<file path="src/rtl/uart_cmd_responder.sv">
// Byte-framed command responder on the host side of the uart FIFOs.
// Parses 'W' addr data / 'R' addr frames, executes against a byte register file, answers ACK/NAK/data.
module uart_cmd_responder #(
    parameter int unsigned NUM_REGS       = 16,
    parameter int unsigned ADDR_W         = 4,
    parameter int unsigned TIMEOUT_CYCLES = 50000,
    parameter int unsigned CNT_W          = 16
) (
    input  logic                  clk_i,
    input  logic                  rst_n_i,
    input  logic                  rx_empty,
    input  logic [7:0]            rx_data,
    output logic                  ld_rx_data,
    input  logic                  tx_full,
    output logic                  ld_tx_data,
    output logic [7:0]            tx_data,
    output logic [NUM_REGS*8-1:0] reg_out,
    output logic [7:0]            err_count,
    output logic                  busy
);

    typedef enum logic [2:0] {
        S_IDLE,
        S_CAP_CMD,
        S_GET_ADDR,
        S_CAP_ADDR,
        S_GET_DATA,
        S_CAP_DATA,
        S_EXEC,
        S_RESP
    } state_t;

    localparam logic [7:0]       CMD_W  = 8'h57;
    localparam logic [7:0]       CMD_R  = 8'h52;
    localparam logic [7:0]       ACK    = 8'h06;
    localparam logic [7:0]       NAK    = 8'h15;
    localparam logic [8:0]       NREGS9 = 9'(NUM_REGS);
    localparam logic [CNT_W-1:0] TMO    = CNT_W'(TIMEOUT_CYCLES);

    state_t           state_q, state_d;
    logic             cmd_w_q, cmd_w_d;
    logic [7:0]       addr_q, addr_d;
    logic [7:0]       data_q, data_d;
    logic [7:0]       resp_q, resp_d;
    logic             nak_q, nak_d;
    logic [CNT_W-1:0] tmo_q, tmo_d;
    logic [7:0]       err_q, err_d;
    logic             err_inc;
    logic             wr_en;
    logic             armed_q;
    logic             in_range;
    logic [7:0]       rd_byte;
    logic [7:0]       regs_q [NUM_REGS];

    // Full 8-bit address is kept so indices beyond the file are rejected, not aliased.
    assign in_range = {1'b0, addr_q} < NREGS9;
    assign rd_byte  = regs_q[addr_q[ADDR_W-1:0]];

    always_comb begin
        state_d    = state_q;
        cmd_w_d    = cmd_w_q;
        addr_d     = addr_q;
        data_d     = data_q;
        resp_d     = resp_q;
        nak_d      = nak_q;
        tmo_d      = tmo_q;
        err_inc    = 1'b0;
        wr_en      = 1'b0;
        ld_rx_data = 1'b0;
        ld_tx_data = 1'b0;
        case (state_q)
            S_IDLE: begin
                if (armed_q && !rx_empty) begin
                    ld_rx_data = 1'b1;
                    tmo_d      = '0;
                    state_d    = S_CAP_CMD;
                end
            end
            S_CAP_CMD: begin
                if (rx_data == CMD_W || rx_data == CMD_R) begin
                    cmd_w_d = (rx_data == CMD_W);
                    state_d = S_GET_ADDR;
                end else begin
                    resp_d  = NAK;
                    nak_d   = 1'b1;
                    state_d = S_RESP;
                end
            end
            S_GET_ADDR, S_GET_DATA: begin
                // Timeout is checked before the pop so it wins a same-cycle byte arrival.
                if (tmo_q == TMO) begin
                    tmo_d   = '0;
                    err_inc = 1'b1;
                    state_d = S_IDLE;
                end else if (!rx_empty) begin
                    ld_rx_data = 1'b1;
                    tmo_d      = '0;
                    state_d    = (state_q == S_GET_ADDR) ? S_CAP_ADDR : S_CAP_DATA;
                end else begin
                    tmo_d = tmo_q + CNT_W'(1);
                end
            end
            S_CAP_ADDR: begin
                addr_d  = rx_data;
                state_d = cmd_w_q ? S_GET_DATA : S_EXEC;
            end
            S_CAP_DATA: begin
                data_d  = rx_data;
                state_d = S_EXEC;
            end
            S_EXEC: begin
                if (!in_range) begin
                    resp_d = NAK;
                    nak_d  = 1'b1;
                end else if (cmd_w_q) begin
                    wr_en  = 1'b1;
                    resp_d = ACK;
                    nak_d  = 1'b0;
                end else begin
                    resp_d = rd_byte;
                    nak_d  = 1'b0;
                end
                state_d = S_RESP;
            end
            S_RESP: begin
                if (!tx_full) begin
                    ld_tx_data = 1'b1;
                    err_inc    = nak_q;
                    state_d    = S_IDLE;
                end
            end
            default: state_d = S_IDLE;
        endcase
        err_d = (err_inc && err_q != 8'hFF) ? err_q + 8'd1 : err_q;
    end

    always_ff @(posedge clk_i or negedge rst_n_i) begin
        if (!rst_n_i) begin
            state_q <= S_IDLE;
            cmd_w_q <= 1'b0;
            addr_q  <= '0;
            data_q  <= '0;
            resp_q  <= '0;
            nak_q   <= 1'b0;
            tmo_q   <= '0;
            err_q   <= '0;
            armed_q <= 1'b0;
        end else begin
            state_q <= state_d;
            cmd_w_q <= cmd_w_d;
            addr_q  <= addr_d;
            data_q  <= data_d;
            resp_q  <= resp_d;
            nak_q   <= nak_d;
            tmo_q   <= tmo_d;
            err_q   <= err_d;
            armed_q <= 1'b1;
        end
    end

    always_ff @(posedge clk_i or negedge rst_n_i) begin
        if (!rst_n_i) begin
            for (int unsigned i = 0; i < NUM_REGS; i++) begin
                regs_q[i] <= '0;
            end
        end else if (wr_en) begin
            regs_q[addr_q[ADDR_W-1:0]] <= data_q;
        end
    end

    always_comb begin
        reg_out = '0;
        for (int unsigned i = 0; i < NUM_REGS; i++) begin
            reg_out[8*i +: 8] = regs_q[i];
        end
    end

    assign tx_data   = ld_tx_data ? resp_q : '0;
    assign err_count = err_q;
    assign busy      = (state_q != S_IDLE);

endmodule

</file>
<file path="config.mk">
export PLATFORM = sky130hd
export DESIGN_NAME = uart_cmd_responder
export DESIGN_NICKNAME = d
export VERILOG_FILES = /design/src/rtl/uart_cmd_responder.sv
export SDC_FILE = /design/constraint.sdc
export NUM_CORES = 1
export LEC_CHECK = 0
export ABC_CLOCK_PERIOD_IN_PS = 2500
export BUFFER_PORTS_ARGS = -buffer_cell sky130_fd_sc_hd__buf_4
export CAP_MARGIN = 20
export CORE_MARGIN = 5
export CORE_UTILIZATION = 55
export DETAILED_ROUTE_END_ITERATION = 8
export PLACE_DENSITY = 0.91
export SLEW_MARGIN = 20
export SYNTH_ARGS = -nofsm -noshare
export SYNTH_HDL_FRONTEND = slang
export SYNTH_SLANG_ARGS = --single-unit
</file>
<file path="constraint.sdc">
create_clock -name clk_i -period 2.5 [get_ports clk_i]
set_input_delay 0.5 -clock clk_i [delete_from_list [all_inputs] [get_ports clk_i]]
set_output_delay 0.5 -clock clk_i [all_outputs]
set_load 0.005 [all_outputs]
</file>
After elaboration in Yosys (flattened, before gate mapping) --
Index checks and enable logic that the tools add are counted.
Cells by class: add/sub/neg operators 2, $mul 0, div/mod/pow operators 0, magnitude comparators 3, equality and inequality tests 15, shift operators 0, muxes and demuxes 38, bitwise gates (word level) 1, reduce and logical (&&, ||, !) cells 14
Operator list (number):
- bitwise mux 128 bit | 1
- 2-to-1 mux 8 bit | 7
- 2-to-1 mux 16 bit | 3
- binary-select mux 8 bit (select 4 bit) | 1
- demux 8 bit (select 4 bit) | 1
- one-hot mux 16 bit (2 select lines) | 1
- one-hot mux 3 bit (7 select lines) | 1
- 2-to-1 mux 3 bit | 6
- adder 16 x 1 -> 16 bit (second input constant) | 1
- == test 16 bit (second input constant) | 1
- == test 8 x 7 -> 1 bit (second input constant) | 2
- one-hot mux 8 bit (2 select lines) | 1
- == test 3 bit (second input constant) | 4
- 2-to-1 mux 1 bit | 12
- adder 8 x 1 -> 8 bit (second input constant) | 1
- < comparator 8 x 5 -> 1 bit (second input constant) | 1
- inequality test 8 bit (second input constant) | 1
- == test 3 x 2 -> 1 bit (second input constant) | 2
- inequality test 2 bit (second input constant) | 3
- one-hot mux 1 bit (2 select lines) | 3
- AND reduction 2 bit | 3
- greater-or-equal comparator 5 bit (second input constant) | 1
- < comparator 5 x 1 -> 1 bit (second input constant) | 1
- inverter 4 -> 5 bit | 1
- 11 further kinds | 14
Storage, ports and cells: bits in registers 182, bits in latches 0, RAM bits 0, bits in read-only memories 0, input bits 12, output and inout bits 147, word-level logic and storage cells 98, memories 0

Longest topological paths before layout --
Gate-level depths: netlist (run 1).
depth after elaboration 7, depth in mapped cells 8, gate-level depth less buffers 7

Worst setup path before layout (run 1) --
No wires, ideal clock.
path type register to register, start reg addr_q[7], end reg regs_q, in the netlist reg_out[40], library setup time 0.125 ns, arrival time 1.789 ns, data required time 2.375 ns, slack 0.587 ns, stages on the path, launching flop included 6, path buffers 0, period minus slack after synthesis 1.913 ns, cells stage by stage dfrtp_1 nor4_2 and2_2 nand4b_4 nor3b_4 mux2_2
Between the ends: word-level cells in the longest chain between the ends 3
RTL lines:
- from (decl) | RTL line 42 | logic [7:0] addr_q, addr_d;
- from (signal assigned) | RTL line 151 | addr_q <= addr_d;
- < comparator 8 x 5 -> 1 bit | RTL line 56 | assign in_range = {1'b0, addr_q} < NREGS9;
- 2-to-1 mux 1 bit | RTL line 112 | if (!in_range) begin
- 2-to-1 mux 1 bit | RTL line 71 | case (state_q)
- to (signal, indexed assignment) | RTL line 167 | regs_q[addr_q[ADDR_W-1:0]] <= data_q;
- to (decl) | RTL line 53 | logic [7:0] regs_q [NUM_REGS];
No other way between the ends. A chain may end at the register's enable or synchronous reset.

Worst setup path after layout (run 1) --
start reg addr_q[0], end reg resp_q[4]
Between the ends: word-level cells in the longest chain between the ends 7, elaborated cells on any way between the ends 8, classes of those cells 1 x order compare; 6 x mux; 1 x bitwise
RTL lines:
- inverter 4 -> 5 bit (implied by the code) | RTL line 57 | assign rd_byte = regs_q[addr_q[ADDR_W-1:0]];
- binary-select mux 8 bit (select 4 bit) | RTL line 57
- 2-to-1 mux 8 bit (implied by the code) (2 in series) | RTL line 57
- 2-to-1 mux 8 bit | RTL line 115 | end else if (cmd_w_q) begin
- 2-to-1 mux 8 bit * | RTL line 112
- one-hot mux 8 bit (2 select lines) * | RTL line 71
- to (signal assigned) | RTL line 153 | resp_q <= resp_d;
- to (decl) | RTL line 44 | logic [7:0] resp_q, resp_d;
Every way passes the cells marked *; elsewhere a longest branch is shown, timed or not. The select of a mux whose other input is x is not followed.

==> results.toml, run 1 <==
[power_and_ir_drop]
ir_drop_v = 0.0006625
leakagePower_nw = 5.277
p_per_area_nw_per_um2 = 1069
total_power_mw = 11.48

[clock_tree]
clk_pin_slew_worst_paths_ns = 0.07
clockBufferDepth = 2
cts.sinks = 182
tritoncts = "yes"
cts_buffers = 17
cts-root-buf = "clkbuf_16"
cts_hold_buf = 0
clk_latency_ns = 0.44
htreeDepth = 4

[timing]
rsz0062_at_grt = "false"
min_period_ns = 2.388
finalSetupViolCount = 0
tightestPinTransition_ns = 0.7011
fmax_mhz = 418.8
finalHoldViolCount = 0
relSlewSlack_pct = 53.26
hold_ws_ns = 0.01291
period_share_pct = 95.51
slew_viol_final = 0
fin_tns_setup_ns = 0
fin_ws_ns = 0.1123
clock_skew_ns = 0.01564

[synth]
yosysUniqueCellTypes = 50
yosys-top-cells-area = "dfrtp_1 53%, mux2_2 19%, mux4_2 7.1%, mux2i_1 1.8%, nand3_1 1.5%"
synth_fa_ha_area_share_pct = 0.4375
synthFlopType = "dfrtp_1"
syn_area_per_cell_um2 = 13.36
yosysTopAreaCell = "dfrtp_1"
synth-xor-area-share_pct = 1.429
synth.most_common_cell = "dfrtp_1"
synth_mux_area_share_pct = 27.61
synth-async-reset-ratio_pct = 100.0
synth_edf_count = 0
netlist_area_um2 = 8579
synth_compound_area_share_pct = 4.521
synthTopCellsByCount = "182 x dfrtp_1, 143 x mux2_2, 30 x nand2_1, 27 x mux4_2, 26 x nand3_1"
synth_top_area_share_pct = 53.08
yosysSeqAreaShare_pct = 53.08
syn_nets = 657
yosys_warnings = 0
synth-simple-area-share_pct = 10.59
synth_top_family_by_area = "multiplexers"
ys_seq_elements = 182
synthCells = 642

[final_layout]
fillCellCount = 988
regArea_um2 = 4557
syn_to_final_growth_pct = 25.23
finalNonFillerCells = 1042
multi_input_area_um2 = 3841
layout-drive-gt1-share_pct = 49.70
final_cell_area_um2 = 10740
layout.nets = 835
final_core_util_pct = 70.41
diodes = 0

[die]
die_w_um = 134.9
core_area_um2 = 15260
start_util_pct = 56.23
die_h_um = 134.9
placementRows = 45
ios = 159
die-area_um2 = 18200

[setup_path]
critical_path_class = "register to register"
critical-path-max-stage-delay_ns = 0.62
cp.arrival_ns = 2.71
crit_chain = "buf_4 -> mux2i_1 -> nor3_1 -> a2111oi_0 -> o21ai_0 -> a22o_1"
crit_fanout = 13
cp-start-kind = "register"
cp.required_ns = 2.82
endpoint_kind = "register"
cpMaxStageDelayCell = "dfrtp_2"

[grt]
grt_pass1_wl_mm = 38.69
track_usage_pct = 27.73
first_global_vias = 6699
grt_max_degree = 69
antenna_found_initial = 0
grt-ovfl-total = 0

[run]
maxCapViolCount = 0

[routing]
finalWirelength_mm = 24.71
dr_total_vias = 6471
vias_per_cell = 6.210
drc = 0
avgRoutedWirePerCell_um = 23.71
first_pass_iters = 6
antenna_left = 0
drt_iter0_drc = 561

[placed_design]
io_buffers = 158
dp_cells = 1011
gp_congestion = 0.8923
dp_hpwl_mm = 16.80
placed_cell_area_um2 = 10130
dpl_worst_slack_ns = 0.2542

[run_status]
status = "finished, final reports clean"

[min_path]
hp-class = "input port to async pin"
==> registers in the layout, summed over array words and instances, names as in the netlist, 3 cells and up <==
| register | cells |
|---|---|
| addr_q | 8 |
| data_q | 8 |
| err_count | 8 |
| reg_out | 128 |
| resp_q | 8 |
| state_q | 3 |
| tmo_q | 16 |
==> logic make-up after synthesis <==
group,after synthesis
mux,185
flops,182
simple gates,155
compound gates,60
buf+inv,42
xor+xnor,14
fa+ha+maj,3
other cells,1
==> layout make-up <==
class | count | share of cell area, %
Sequential cell | 182 | 42.41
Multi-Input combinational cell | 418 | 35.75
Timing Repair Buffer | 188 | 13.40
Clock buffer | 18 | 4.088
Tap cell | 211 | 2.457
Clock inverter | 12 | 1.432
Inverter | 13 | 0.4542
==> path summary, 6_finish.rpt <==
check	start	endpoint	slack, ns	cells past startpoint
max in group asynchronous	rst_n_i	reg_out[67]	1.75	2
min in group clk_i	rx_data[1]	data_q[1]	0.33	2
hold reg to reg	err_count[5]	err_count[5]	0.50	1
hold / removal	rst_n_i	reg_out[23]	0.01	1
setup reg to reg	addr_q[0]	resp_q[4]	0.11	6
setup / recovery	addr_q[0]	resp_q[4]	0.11	6
==> power by group <==
group / switching, mW / internal [mW] / leakage (nW) / total (mW)
registers: 1.28 / 3.69 / 2.46 / 4.98
logic: 1.64 / 2.11 / 2.53 / 3.75
clock network: 1.16 / 1.59 / 0.290 / 2.75
total: 4.09 / 7.40 / 5.28 / 11.5
==> layout by cell type (no fill, tap or decap), types with 15 or more instances in the layout <==
cell,instances
a21oi_1,15
buf_4,185
clkbuf_16,17
dfrtp_1,180
mux2_2,143
mux2i_1,15
mux4_2,27
nand2_1,30
nand3_1,26
nor2_1,19
o21ai_0,21
==> per-layer routing <==
metal  GRT usage [%]  vias to the layer above  part of all wire (%)
met5               0                        -                     0
met4           12.78                        0                   3.7
met3           7.303                       72                   8.7
met2           42.91                      357                    48
met1           36.89                     3332                    40
li1                -                     2710                     -
==> repair_timing <==
action                     in CTS  in global routing
buffers inserted                0                  1
resized for setup               0                  2
setup endpoints to repair       0                  1
==> worst max-delay path: cells and delay by family, from the launching register on <==
kind,cells,cell delay [ns]
compound gates,3,0.97
simple gates,1,0.09
mux,1,0.28
buf+inv,1,0.31
flops,1,0.62
Power figures use the tool's default switching activity.
==> run 2, diff against run 1 <==
--- a/config.mk
+++ b/config.mk
@@ -8,10 +8,12 @@
 export ABC_CLOCK_PERIOD_IN_PS = 2500
 export BUFFER_PORTS_ARGS = -buffer_cell sky130_fd_sc_hd__buf_4
 export CAP_MARGIN = 20
+export CELL_PAD_IN_SITES_DETAIL_PLACEMENT = 0
+export CELL_PAD_IN_SITES_GLOBAL_PLACEMENT = 1
 export CORE_MARGIN = 5
-export CORE_UTILIZATION = 55
+export CORE_UTILIZATION = 45
 export DETAILED_ROUTE_END_ITERATION = 8
-export PLACE_DENSITY = 0.91
+export PLACE_DENSITY = 0.92
 export SLEW_MARGIN = 20
 export SYNTH_ARGS = -nofsm -noshare
 export SYNTH_HDL_FRONTEND = slang
==> run 2 against run 1 <==
  * Via count is 4.2% lower
  * Highest routed layer unchanged
  * Fmax is 0.54% lower
  * Register-to-register slack better by 0.20 ns
  * Routed wire length is 1.9% lower
  * Combinational power hardly changed
  * Worst setup slack worse by 0.013 ns
  * Critical path depth is 1 lower
  * Critical endpoint is now ld_rx_data
  * Global-route usage is 5.4 points lower
==> results.toml, run 2 (synthesized netlist as in run 1, its figures left out) <==
[routing]
vias_per_cell = 5.816
first_pass_iters = 4
finalWirelength_mm = 24.24
antenna_left = 0
drt_iter0_drc = 343
dr_total_vias = 6200
avgRoutedWirePerCell_um = 22.74
drc = 0

[power_and_ir_drop]
ir_drop_v = 0.0005433
p_per_area_nw_per_um2 = 1051
total_power_mw = 11.34
leakagePower_nw = 5.284

[final_layout]
finalNonFillerCells = 1066
final_cell_area_um2 = 10800
final_common_cell = "buf_4"
layout.nets = 834
mostFrequentLayoutCells = "183 x buf_4, 180 x dfrtp_1, 143 x mux2_2"
syn_to_final_growth_pct = 25.83
largest_register_ffs = 128
final_core_util_pct = 57.52
layout-drive-gt1-share_pct = 49.88
fillCellCount = 1540
diodes = 0

[clock_tree]
cts-root-buf = "clkbuf_16"
cts_hold_buf = 0
clockBufferDepth = 2
post_cts.repair.setup_buffers = 0
tritoncts = "yes"
cts.sinks = 182
cts_buffers = 17
clk_pin_slew_worst_paths_ns = 0.07
htreeDepth = 4
clk_latency_ns = 0.44

[setup_path]
worstReg2RegEnd = "resp_q[3]"
r2r_cells = 6
cp.required_ns = 2.00
crit_family = "simple AND/OR/NAND/NOR gates"
cp.arrival_ns = 1.90
regToRegStartpoint = "addr_q[0]"
crit_chain = "nor4_2 -> nand4_1 -> a32oi_2 -> nor2_1 -> buf_4"
critical-path-max-stage-delay_ns = 0.44
rrSetupSlack_ns = 0.31
crit_fanout = 5
endpoint_kind = "output port"
critical_path_class = "register to output port"
cp-start-kind = "register"
crit_buf_inv = 1
cpMaxStageDelayCell = "dfrtp_1"

[die]
die_h_um = 148.1
die-area_um2 = 21930
ios = 159
start_util_pct = 45.71
die_w_um = 148.1
core_area_um2 = 18770
placementRows = 50

[grt]
track_usage_pct = 22.31
grt-ovfl-total = 0
antenna_found_initial = 0
grt_pass1_wl_mm = 37.87
first_global_vias = 6371
grt_max_degree = 61

[placed_design]
dp_cells = 1034
io_buffers = 158
dp_hpwl_mm = 17.26
gp_congestion = 0.8720
dpl_worst_slack_ns = 0.3013
placed_cell_area_um2 = 10170

[timing]
fin_tns_setup_ns = 0
fmax_mhz = 416.5
tightestPinTransition_ns = 0.7311
relSlewSlack_pct = 51.26
clock_skew_ns = 0.01362
hold_ws_ns = 0.001827
min_period_ns = 2.401
period_share_pct = 96.03
finalHoldViolCount = 0
finalSetupViolCount = 0
fin_ws_ns = 0.09928
slew_viol_final = 0

[min_path]
hp-class = "input port to async pin"

[run]
maxCapViolCount = 0

[run_status]
status = "finished, final reports clean"
==> run 2: cell count changes in the layout (fill, tap and decap cells not counted), moves of 3 or more <==
cell       before  now
bufinv_16       3    0
clkinv_2        4    1
clkinv_8        0    5
inv_8           1    5
==> run 2: worst max path at each step <==
stage | from | end | slack (ns) | depth (start not counted)
finish | tmo_q[7] | ld_rx_data | 0.1 | 5
global route | tmo_q[0] | ld_rx_data | -0.0001 | 7
CTS | tmo_q[7] | ld_rx_data | 0.04 | 5
detailed placement | addr_q[0] | resp_q[3] | 0.30 | 6
global placement | addr_q[0] | resp_q[3] | 0.30 | 6
floorplan | addr_q[7] | reg_out[40] | 0.59 | 5
==> run 2: power by group <==
group	switching (mW)	internal, mW	total [mW]
logic	1.67	2.11	3.78
clock network	1.34	1.35	2.69
registers	1.18	3.69	4.87
==> run 2: area by class of cell <==
class	instances	area, µm²	area share, %
sequential	182	4557	42.21
multi-input combinational	418	3849	35.65
timing repair buffer	187	1445	13.39
clock buffer	17	425.4	3.941
tap	234	292.8	2.712
clock inverter	15	177.7	1.646
inverter	13	48.80	0.4520
==> run 2: routing by layer <==
metal	GRT usage [%]	share of wire (%)	vias up
met1	31.13	44	3206
met5	0	0	-
met3	6.307	7.6	34
met2	34.30	47	233
met4	6.605	2.0	0
li1	-	-	2727
==> run 2: what timing repair did <==
action	CTS	global route
endpoints found under the setup margin	1	1
endpoints found under the hold margin	0	0
resized for setup	1	2
pin swaps	0	1
==> run 2: worst register-to-register path: stages, from the launching register on <==
cell     delay, ns
dfrtp_2       0.51
buf_4         0.29
mux4_2        0.57
and3b_1       0.20
a21oi_1       0.18
nand3_1       0.13
a22o_1        0.21
==> run 3, diff against run 2 <==
--- a/config.mk
+++ b/config.mk
@@ -10,7 +10,7 @@
 export CAP_MARGIN = 20
 export CELL_PAD_IN_SITES_DETAIL_PLACEMENT = 0
 export CELL_PAD_IN_SITES_GLOBAL_PLACEMENT = 1
-export CORE_MARGIN = 5
+export CORE_MARGIN = 1
 export CORE_UTILIZATION = 45
 export DETAILED_ROUTE_END_ITERATION = 8
 export PLACE_DENSITY = 0.92
==> run 3 against run 2 <==
  * Design area rose by 0.81%
  * First-iteration DRC count rose by 16%
  * Clock power rose by 8.9%
  * Via count rose by 0.34%
  * Utilization rose by 0.66 points
  * Sequential share of layout area fell by 0.34 points
  * Routed wire length fell by 2.8%
==> results.toml, run 3 (synthesized netlist as in run 1, its figures left out) <==
[run_status]
status = "finished, final reports clean"

[final_layout]
regArea_um2 = 4557
final_cell_area_um2 = 10880
final_core_util_pct = 58.18
fillCellCount = 1513
mostFrequentLayoutCells = "185 x buf_4, 180 x dfrtp_1, 143 x mux2_2"
final_common_cell = "buf_4"
syn_to_final_growth_pct = 26.85
largest_register_ffs = 128
layout.nets = 838
multi_input_area_um2 = 3835
layout-drive-gt1-share_pct = 49.88
diodes = 0

[clock_tree]
clockBufferDepth = 2
tritoncts = "yes"
cts_buffers = 17
cts_hold_buf = 0
clk_pin_slew_worst_paths_ns = 0.07
cts.sinks = 182
cts-root-buf = "clkbuf_16"
clk_latency_ns = 0.43
htreeDepth = 4

[routing]
avgRoutedWirePerCell_um = 22.03
finalWirelength_mm = 23.57
drc = 0
dr_total_vias = 6221
antenna_left = 0
vias_per_cell = 5.814
first_pass_iters = 5
drt_iter0_drc = 398

[timing]
slew_viol_final = 0
min_period_ns = 2.374
finalHoldViolCount = 0
relSlewSlack_pct = 54.65
hold_ws_ns = 0.08083
fin_ws_ns = 0.1263
finalSetupViolCount = 0
period_share_pct = 94.95
clock_skew_ns = 0.01147
fin_tns_setup_ns = 0
rsz0062_at_grt = "false"
tightestPinTransition_ns = 0.6803
fmax_mhz = 421.3

[grt]
track_usage_pct = 24.97
grt_max_degree = 63
grt_pass1_wl_mm = 36.59
first_global_vias = 6133
grt-ovfl-total = 0
antenna_found_initial = 0

[setup_path]
crit_chain = "nor4b_2 -> nand4_1 -> a32oi_1 -> nor2_1 -> buf_4"
cp.required_ns = 2.00
critical-path-max-stage-delay_ns = 0.42
cp.arrival_ns = 1.87
endpoint_kind = "output port"
crit_family = "simple AND/OR/NAND/NOR gates"
crit_path_start = "tmo_q[12]"
cp-start-kind = "register"
crit_buf_inv = 1
rrSetupSlack_ns = 0.27
crit_fanout = 3
critical_path_class = "register to output port"
regToRegStartpoint = "addr_q[7]"
cpMaxStageDelayCell = "dfrtp_1"

[die]
placementRows = 50
core_area_um2 = 18710
die_h_um = 140.1
die_w_um = 140.1
die-area_um2 = 19620
ios = 159
start_util_pct = 45.87

[power_and_ir_drop]
p_per_area_nw_per_um2 = 1062
ir_drop_v = 0.0006485
leakagePower_nw = 5.332

[placed_design]
gp_congestion = 0.8540
placed_cell_area_um2 = 10220
io_buffers = 158
dpl_worst_slack_ns = 0.3189
dp_hpwl_mm = 16.38

[min_path]
hp-class = "input port to async pin"

[run]
maxCapViolCount = 0
==> run 3: changes by cell type in the layout (fill, tap and decap cells not counted), moves of 2 or more <==
cell,previous run,this run
clkbuf_8,0,3
clkinv_8,5,1
clkinv_4,3,1
buf_12,3,5
inv_6,1,3
inv_8,5,3
buf_4,183,185
bufinv_16,0,3
==> run 3: power breakdown <==
part	leakage (nW)	internal (mW)	switching, mW	total [mW]
Clock	0.316	1.70	1.24	2.93
Sequential	2.46	3.69	1.12	4.82
Combinational	2.56	2.13	1.68	3.81
==> run 3: cell type report <==
type | instances | area share, %
clock buffers | 20 | 4.288
well taps | 234 | 2.690
flip-flops and latches | 182 | 41.87
multi-input cells | 418 | 35.24
repair buffers | 191 | 13.78
inverters | 13 | 0.4484
clock inverters | 12 | 1.679
==> run 3: what timing repair did <==
| item | in CTS | in global routing |
|---|---|---|
| gates resized for setup | 1 | 0 |
| buffers inserted | 0 | 1 |
| pin swaps | 0 | 1 |
| hold endpoints to repair | 0 | 0 |
| endpoints found under the setup margin | 1 | 1 |
| cloned | 0 | 0 |
==> run 3: worst reg2reg max path, stage by stage, from the launching register on <==
cell and delay, ns:
dfrtp_1 0.40, nor4_2 0.33, and2_2 0.27, nand3_1 0.19, nor2_2 0.51, mux2_2 0.41
==> run 3: final timing paths <==
check | to | cells after the start
max | ld_rx_data | 5
min | tmo_q[9] | 1
max reg2reg | reg_out[30] | 5
min reg2reg | err_count[5] | 1
max in group asynchronous | reg_out[89] | 2
min in group clk_i | addr_q[4] | 2
==> run 3: routing by layer <==
metal | wire, µm | vias to the layer above | track usage (%)
met3 | 1731 | 18 | 7.043
met2 | 11300 | 232 | 39.26
li1 | - | 2732 | -
met1 | 10290 | 3239 | 34.53
met4 | 244 | 0 | 5.495
met5 | 0 | - | 0
==> run 3: stage by stage <==
step / total power [mW] / instances
finish: 11.56 / 1070
detailed placement: 8.617 / 1037
floorplan: 6.656 / 642
global route: 12.08 / 1070
CTS: 11.58 / 1069
global placement: 8.523 / 1037
